==> config.mk <==
export PLATFORM = sky130hd
export DESIGN_NAME = dffn_result_collector
export DESIGN_NICKNAME = d
export VERILOG_FILES = /design/src/rtl/dffn_pkg.sv /design/src/rtl/dffn_sync_fifo.sv /design/src/rtl/dffn_result_collector.sv
export SDC_FILE = /design/constraint.sdc
export NUM_CORES = 1
export LEC_CHECK = 0
export CAP_MARGIN = 15
export CORE_MARGIN = 1
export CORE_UTILIZATION = 24
export DETAILED_ROUTE_END_ITERATION = 16
export PLACE_DENSITY_LB_ADDON = 0.15
export SYNTH_ARGS = -nofsm -noshare
export SYNTH_HDL_FRONTEND = slang
export SYNTH_HIERARCHICAL = 1
export SYNTH_SLANG_ARGS = --single-unit
==> constraint.sdc <==
create_clock -name clk -period 5.3 [get_ports clk]
set_input_delay 1.59 -clock clk [delete_from_list [all_inputs] [get_ports clk]]
set_output_delay 1.59 -clock clk [all_outputs]
set_load 0.05 [all_outputs]
==> src/rtl/dffn_pkg.sv <==
// Shared constants for the 32-bit adder pipeline and its result collector.
package dffn_pkg;

  localparam int DFFN_DATA_W  = 32;
  localparam int DFFN_LATENCY = 11;

  typedef logic [DFFN_DATA_W-1:0] dffn_word_t;

  function automatic logic [15:0] dffn_sat_inc16(input logic [15:0] v);
    if (v == 16'hFFFF) begin
      return v;
    end else begin
      return v + 16'd1;
    end
  endfunction

endpackage

==> src/rtl/dffn_sync_fifo.sv <==
// Synchronous FIFO whose head word is held in a register, so dout never
// depends combinationally on the storage array or on din.
module dffn_sync_fifo
  import dffn_pkg::*;
#(
  parameter int DEPTH  = 8,
  parameter int DATA_W = DFFN_DATA_W
) (
  input  logic                     clk,
  input  logic                     rst,
  input  logic                     push,
  input  logic [DATA_W-1:0]        din,
  input  logic                     pop,
  output logic [DATA_W-1:0]        dout,
  output logic                     empty,
  output logic                     full,
  output logic [$clog2(DEPTH):0]   fill,
  output logic [$clog2(DEPTH):0]   fill_nxt
);

  localparam int PTR_W  = $clog2(DEPTH);
  localparam int FILL_W = PTR_W + 1;

  logic [DATA_W-1:0] mem_r [DEPTH];
  logic [PTR_W-1:0]  wr_ptr_r;
  logic [PTR_W-1:0]  rd_ptr_r;
  logic [PTR_W-1:0]  rd_ptr_inc_s;
  logic [FILL_W-1:0] fill_r;
  logic [FILL_W-1:0] fill_nxt_s;
  logic [DATA_W-1:0] head_r;
  logic [DATA_W-1:0] head_nxt_s;
  logic              empty_r;
  logic              full_r;
  logic              pop_ok_s;
  logic              push_ok_s;

  // Accepted push/pop, next occupancy and next head word.
  always_comb begin
    pop_ok_s     = pop & ~empty_r;
    push_ok_s    = push & (~full_r | pop_ok_s);
    rd_ptr_inc_s = rd_ptr_r + PTR_W'(1);
    case ({push_ok_s, pop_ok_s})
      2'b10:   fill_nxt_s = fill_r + FILL_W'(1);
      2'b01:   fill_nxt_s = fill_r - FILL_W'(1);
      default: fill_nxt_s = fill_r;
    endcase
    // With a single entry left, a popping push hands din straight to the head.
    if (pop_ok_s) begin
      if (fill_r > FILL_W'(1)) begin
        head_nxt_s = mem_r[rd_ptr_inc_s];
      end else if (push_ok_s) begin
        head_nxt_s = din;
      end else begin
        head_nxt_s = head_r;
      end
    end else if (push_ok_s && empty_r) begin
      head_nxt_s = din;
    end else begin
      head_nxt_s = head_r;
    end
  end

  // Pointers, occupancy flags and the registered head.
  always_ff @(posedge clk) begin
    if (rst) begin
      wr_ptr_r <= '0;
      rd_ptr_r <= '0;
      fill_r   <= '0;
      head_r   <= '0;
      empty_r  <= 1'b1;
      full_r   <= 1'b0;
    end else begin
      if (push_ok_s) begin
        wr_ptr_r <= wr_ptr_r + PTR_W'(1);
      end
      if (pop_ok_s) begin
        rd_ptr_r <= rd_ptr_inc_s;
      end
      fill_r  <= fill_nxt_s;
      head_r  <= head_nxt_s;
      empty_r <= (fill_nxt_s == FILL_W'(0));
      full_r  <= (fill_nxt_s == FILL_W'(DEPTH));
    end
  end

  // Storage array; contents are don't-care until written.
  always_ff @(posedge clk) begin
    if (push_ok_s) begin
      mem_r[wr_ptr_r] <= din;
    end
  end

  assign dout     = head_r;
  assign empty    = empty_r;
  assign full     = full_r;
  assign fill     = fill_r;
  assign fill_nxt = fill_nxt_s;

endmodule

==> src/rtl/dffn_result_collector.sv <==
// Collects sums from the valid-less adder pipeline into a FIFO with credit flow control.
// Optional pop/accumulate/drop statistics when DFFN_COLLECT_STATS_EN is defined.
module dffn_result_collector
  import dffn_pkg::*;
#(
  parameter int DATA_W  = DFFN_DATA_W,
  parameter int LATENCY = DFFN_LATENCY,
  parameter int DEPTH   = 8
) (
  input  logic                   clk,
  input  logic                   rst,
  input  logic                   issue,
  output logic                   in_ready,
  input  logic [DATA_W-1:0]      sum_in,
  output logic                   out_valid,
  input  logic                   out_ready,
  output logic [DATA_W-1:0]      out_data,
  output logic [$clog2(DEPTH):0] fill,
  output logic                   overflow
`ifdef DFFN_COLLECT_STATS_EN
  ,
  output logic [31:0]            pop_cnt,
  output logic [DATA_W-1:0]      acc,
  output logic [15:0]            drop_cnt
`endif
);

  localparam int FILL_W = $clog2(DEPTH) + 1;
  localparam int INF_W  = $clog2(LATENCY + 1);
  localparam int SUM_W  = ((FILL_W > INF_W) ? FILL_W : INF_W) + 1;

  logic [LATENCY-1:0] vld_r;
  logic [INF_W-1:0]   inflight_r;
  logic [INF_W-1:0]   inflight_nxt_s;
  logic [SUM_W-1:0]   credit_sum_s;
  logic               in_ready_r;
  logic               overflow_r;
  logic               push_s;
  logic               pop_s;
  logic               drop_s;
  logic               empty_s;
  logic               full_s;
  logic [FILL_W-1:0]  fill_s;
  logic [FILL_W-1:0]  fill_nxt_s;

  dffn_sync_fifo #(
    .DEPTH  (DEPTH),
    .DATA_W (DATA_W)
  ) u_fifo (
    .clk      (clk),
    .rst      (rst),
    .push     (push_s),
    .din      (sum_in),
    .pop      (out_ready),
    .dout     (out_data),
    .empty    (empty_s),
    .full     (full_s),
    .fill     (fill_s),
    .fill_nxt (fill_nxt_s)
  );

  // Capture strobe, drop detection and next-cycle credit.
  always_comb begin
    push_s = vld_r[LATENCY-1];
    pop_s  = out_ready & ~empty_s;
    drop_s = push_s & full_s & ~pop_s;
    case ({issue, push_s})
      2'b10:   inflight_nxt_s = inflight_r + INF_W'(1);
      2'b01:   inflight_nxt_s = inflight_r - INF_W'(1);
      default: inflight_nxt_s = inflight_r;
    endcase
    credit_sum_s = SUM_W'(fill_nxt_s) + SUM_W'(inflight_nxt_s);
  end

  // Issue delay line, in-flight counter, registered in_ready and sticky overflow.
  always_ff @(posedge clk) begin
    if (rst) begin
      vld_r      <= '0;
      inflight_r <= '0;
      in_ready_r <= 1'b1;
      overflow_r <= 1'b0;
    end else begin
      vld_r      <= {vld_r[LATENCY-2:0], issue};
      inflight_r <= inflight_nxt_s;
      in_ready_r <= (credit_sum_s < SUM_W'(DEPTH));
      overflow_r <= overflow_r | drop_s;
    end
  end

  assign in_ready  = in_ready_r;
  assign out_valid = ~empty_s;
  assign fill      = fill_s;
  assign overflow  = overflow_r;

`ifdef DFFN_COLLECT_STATS_EN
  logic [31:0]       pop_cnt_r;
  logic [DATA_W-1:0] acc_r;
  logic [15:0]       drop_cnt_r;

  // Pop count, wrapping sum of popped words and saturating drop count.
  always_ff @(posedge clk) begin
    if (rst) begin
      pop_cnt_r  <= 32'd0;
      acc_r      <= '0;
      drop_cnt_r <= 16'd0;
    end else begin
      if (pop_s) begin
        pop_cnt_r <= pop_cnt_r + 32'd1;
        acc_r     <= acc_r + out_data;
      end
      if (drop_s) begin
        drop_cnt_r <= dffn_sat_inc16(drop_cnt_r);
      end
    end
  end

  assign pop_cnt  = pop_cnt_r;
  assign acc      = acc_r;
  assign drop_cnt = drop_cnt_r;
`endif

endmodule

Yosys cells after proc, flatten, opt, wreduce, memory -nomap -nowiden
Memories as Yosys holds them, arrays and structs flattened.
Cells that the tools add are included.

operators by class
  bitwise operators = 9
  divide/modulo/power cells = 0
  mux-type cells = 8
  reduce and logical (&&, ||, !) cells = 4
  magnitude comparators = 2
  $add $sub $neg = 7
  shift-type cells = 0
  equal/unequal tests = 6
  multiply operators = 0

operator list
  operator                                                                      count
  32-bit 2-to-1 mux                                                             4
  4-bit case mux with 2 select lines                                            2
  4-bit by 1-bit adder with 4-bit output, second input constant                 2
  4-bit by 1-bit subtractor with 4-bit output, second input constant            2
  3-bit by 1-bit adder with 3-bit output, second input constant                 2
  4-bit by 4-bit adder with 5-bit output                                        1
  5-bit by 4-bit less-than comparator with 1-bit output, second input constant  1
  1-bit AND                                                                     4
  2-bit by 1-bit == test with 1-bit output, second input constant               2
  2-bit == test, second input constant                                          2
  4-bit == test, second input constant                                          1
  4-bit by 1-bit > comparator with 1-bit output, second input constant          1
  4-bit zero test                                                               1
  3-bit by 1-bit inequality test with 1-bit output, second input constant       1
  1-bit NOT                                                                     3
  1-bit 2-to-1 mux                                                              2
  1-bit bitwise OR                                                              2
  2-bit AND reduction                                                           1
  2-bit nonzero test                                                            1
  1-bit logical AND                                                             1

storage, ports and cells
  memory bits (writable) = 256
  bits in read-only memories = 0
  register bits = 61
  latch bits = 0
  memories kept = 1
  output and inout bits = 39
  logic and storage cells = 47

memories
  memory        depth  bits a word  read ports  clocked after Yosys merged registers in  write ports  RTL line              RTL
  u_fifo.mem_r  8      32           1           0                                        1            dffn_sync_fifo.sv:24  logic [DATA_W-1:0] mem_r [DEPTH];

Logic depth before layout (Yosys ltp)
  depth after elaboration = 8
  depth in mapped cells = 13
  depth with buffers taken out = 13

Hierarchy
Netlist, hierarchy kept.

modules (own cells, without submodules)
  module                 cells each  seq. area each (µm²)  area an instance (µm²)  times used
  dffn_sync_fifo         639         8568.2                11787.6                 1
  dffn_result_collector  68          340.3                 696.9                   1

Worst setup path before layout
Ideal clock, no wire load.

  path kind = input to register
  start point = input out_ready
  end point = memory u_fifo/mem_r[0][0] (netlist bit) (enable)
  path buffers = 0
  slack = -267 ps
  stages = 4
  data arrival time = 5065 ps
  library setup time = 501 ps
  path through = nand2b_1 > inv_2 > o21ai_1 > nor4_1

between the ends
  word-level cells in the longest chain between the ends = 5

ends and longest elaborated chain
  element                                 RTL line                     RTL
  from (decl)                             dffn_result_collector.sv:16  input logic out_ready,
  1-bit AND                               dffn_sync_fifo.sv:39         pop_ok_s = pop & ~empty_r;
  net u_fifo.pop_ok_s                     dffn_sync_fifo.sv:34         logic pop_ok_s;
  1-bit bitwise OR                        dffn_sync_fifo.sv:40         push_ok_s = push & (~full_r | pop_ok_s);
  1-bit AND                               dffn_sync_fifo.sv:40
  1-bit 2-to-1 mux                        dffn_sync_fifo.sv:88         if (push_ok_s) begin
  1-bit 2-to-1 mux (not written as such)  dffn_sync_fifo.sv:89         mem_r[wr_ptr_r] <= din;
  to (decl)                               dffn_sync_fifo.sv:24

The timed path passes the listed nets, and every way through them passes these cells.

Final worst setup path
  start point = input out_ready
  end point = register in_ready_r (netlist: in_ready)

between the ends
  word-level cells in the longest chain between the ends = 7
  elaborated cells between the ends (all ways) = 8

ends and longest elaborated chain
  element                                                                           RTL line                     RTL
  1-bit AND *                                                                       dffn_sync_fifo.sv:39
  net u_fifo.pop_ok_s                                                               dffn_sync_fifo.sv:34
  1-bit bitwise OR *                                                                dffn_sync_fifo.sv:40
  1-bit AND *                                                                       dffn_sync_fifo.sv:40
  net u_fifo.push_ok_s                                                              dffn_sync_fifo.sv:35         logic push_ok_s;
  2-bit by 1-bit == test with 1-bit output / 2-bit == test (equally long branches)  dffn_sync_fifo.sv:42         case ({push_ok_s, pop_ok_s})
  4-bit case mux with 2 select lines *                                              dffn_sync_fifo.sv:42
  net fill_nxt_s[3]                                                                 dffn_result_collector.sv:44  logic [FILL_W-1:0] fill_nxt_s;
  4-bit by 4-bit adder with 5-bit output *                                          dffn_result_collector.sv:72  credit_sum_s = SUM_W'(fill_nxt_s) + SUM_W'(inflight_nxt_s);
  5-bit by 4-bit less-than comparator with 1-bit output *                           dffn_result_collector.sv:85  in_ready_r <= (credit_sum_s < SUM_W'(DEPTH));
  to (signal assigned)                                                              dffn_result_collector.sv:85
  to (decl)                                                                         dffn_result_collector.sv:36  logic in_ready_r;

The timed path passes the listed nets; every way through them passes the cells marked *.
A chain may end at the register's enable or synchronous reset.

==> impl_metrics.toml <==
[outcome]
outcome = "complete, no violations"

[timing]
maxSlewViolCount = 0
setup_viol = 0
fin_skew_ns = 0.0170
tns_ns = 0
period_share_pct = 84.1
fmax_mhz = 224
maxSlewHeadroom_pct = 24.1
post-route-min-period_ns = 4.46
tightest_slew_ns = 1.14
hold_violations = 0
grt_setup_unrepaired = "false"

[worst_setup_path]
r2r_start = "u_fifo/empty"
r2r_slack_ns = 1.95
crit_type = "input pin to flip-flop"
cp-start-kind = "input pin"
required_ns = 5.79
cp.arrival_ns = 4.95
worst-path-max-fanout = 8
r2r_cells = 12
worstSetupEndpointType = "flip-flop"
r2r_end = "in_ready"

[clocking]
cts_tree = "done"
root_buffer = "clkbuf_16"
ctsResizeCount = 0
numCtsBuffers = 38
clk_latency_ns = 0.54
clock_path_buffers = 3
htreeDepth = 2
post_cts_buffers = 0
clock_sinks = 317
postCtsHoldBufs = 0
clk_pin_slew_worst_paths_ns = 0.06

[logic_synthesis]
syn_inst = 707
synth.most_common_cell = "edfxtp_1"
ys_warn_count = 6
synth_nets = 756
async_reset_ff_share_pct = 0
synth-main-ff-cell = "edfxtp_1"
synth.largest_area_cell = "edfxtp_1"
synth-seq-cells = 317
synth_edf_count = 256
yosysSeqAreaShare_pct = 71.4
synthTopCellsByArea = "edfxtp_1 62%, mux2i_1 10%, dfxtp_1 9.8%, mux4_2 5.8%, a221o_1 2.6%"
synth_area_um2 = 12500
synthTopCellsByCount = "256 x edfxtp_1, 129 x mux2i_1, 61 x dfxtp_1"
ys_types = 48
netlist.area_leader.share_pct = 61.6
synth_area_per_cell_um2 = 17.7

[cells_and_area]
n_fill_cell = 5102
diodes = 0
multi_input_area_um2 = 3370
syn2layout_area_growth_pct = 22.5
nets = 856
drive_gt1_share_pct = 15.0
fin_util_pct = 29.8
ff_latch_area_um2 = 8910

[floorplan]
die_area_um2 = 52900
core_um2 = 51300
row_count = 83
io-pin-count = 75
die_w_um = 230
start_util_pct = 24.3
die_height_um = 230

[route]
detail-route-antenna-nets = 0
routed_via_density = 4.27
wl_per_cell_um = 19.6
drt_pre_antenna_iters = 4
drt_iter0_drc = 386
wl_um = 29800
drc = 0
vias = 6476

[placed_design]
hpwl_um = 15800
gp_congestion = 0.640
port_buffers = 74

[flow_run]
cap_viol_max_count = 0

[worst_hold_path]
hold_end = "vld_r[2]"
min_path_type = "flip-flop to flip-flop"
min_from = "vld_r[1]"
hold_path_depth = 1

[global_route]
grt_util_all_layers_pct = 11.6
grt_max_degree = 55
antenna_found_initial = 2
grt_pass1_vias = 6803
grt-ovfl-total = 0
grt_pass1_wl_um = 45200

[power_and_ir_drop]
power.density_nw_per_um2 = 343
leakage_uw = 0.00480
ir_worst_vdd_v = 0.000184
-- cell type report --
type	count	area share [%]
well taps	680	5.56
inverters	12	0.294
flip-flops and latches	317	58.3
clock inverters	12	0.654
clock buffers	57	7.16
repair buffers	97	6.05
multi-input cells	341	22.0
-- worst max path at each step --
| stage | startpoint | end | slack [ns] | cells after the start |
|---|---|---|---|---|
| floorplan | out_ready | u_fifo/mem_r[4][0] | 0.39 | 6 |
| global placement | out_ready | in_ready | 0.44 | 13 |
| detailed placement | out_ready | in_ready | 0.28 | 13 |
| CTS | out_ready | in_ready | 0.89 | 13 |
| global route | out_ready | in_ready | 0.50 | 13 |
| finish | out_ready | in_ready | 0.84 | 13 |
-- metal layers --
metal	vias up	share of wire (%)	GRT usage, %
met5	-	0.077	0
met4	4	2.3	3.68
met3	55	4.2	3.04
met2	86	46	18.3
met1	3344	47	15.5
li1	2987	-	-
-- where the power goes --
group / internal (uW) / switching (uW)
sequential: 2690 / 2.53
clock: 1480 / 1000
combinational: 30.6 / 48.3
total: 4200 / 1050
-- through the flow --
| stage | hold WS [ns] | setup WS, ns | cell area, um2 | total power (uW) | std cells |
|---|---|---|---|---|---|
| 3_5_place_dp | 0.424 | 0.285 | 14100 | 2820 | 1447 |
| 6_report | 0.433 | 0.841 | 15300 | 5250 | 1516 |
| 5_1_grt | 0.447 | 0.496 | 15300 | 5460 | 1516 |
| 2_1_floorplan | 0.414 | 0.389 | 12500 | 2760 | 707 |
| 4_1_cts | 0.441 | 0.889 | 15300 | 5360 | 1516 |
| 3_3_place_gp | 0.416 | 0.440 | 14100 | 2820 | 1447 |
-- critical path, cell delays in order --
cell and delay (ns):
clkdlybuf4s50_1 0.43, nand2b_1 0.22, inv_2 0.14, o21ai_1 0.18
inv_1 0.12, ha_1 0.44, nor2_1 0.08, mux2_1 0.28
a221oi_1 0.55, inv_1 0.10, ha_1 0.31, a2111oi_0 0.36
or2_1 0.15
-- flip-flops by register name (all words and copies together) (netlist names) --
register	flops
inflight_r	4
u_fifo/mem_r	256
u_fifo/wr_ptr_r	3
u_fifo/dout	32
overflow	1
u_fifo/empty	1
in_ready	1
u_fifo/rd_ptr_r	3
u_fifo/fill	4
u_fifo/full	1
vld_r	11
-- cell usage in the layout, fill, tap and decap left out, types with 13 or more instances in the layout --
cell type and n:
edfxtp_1 256, mux2i_1 129, clkdlybuf4s50_1 74, dfxtp_1 60, nor2_1 49, clkbuf_16 40, mux4_2 32, a221o_1 32
buf_4 22, nor2b_1 14, clkbuf_1 14, ha_1 13
-- logic make-up (layout without fill, tap and decap cells) --
logic type                 after synthesis  after routing  share of synthesized area, %
muxes                                  168            168                          16.7
adders and majority gates               13             13                          1.30
and+or+nand+nor                         98             98                          3.69
buffers and inverters                   49            178                          2.44
DFF                                    317            317                          71.4
xor gates and xnor gates                10             10                         0.762
AOI/OAI and AO/OA                       52             52                          3.71
Power figures use the tool's default switching activity.
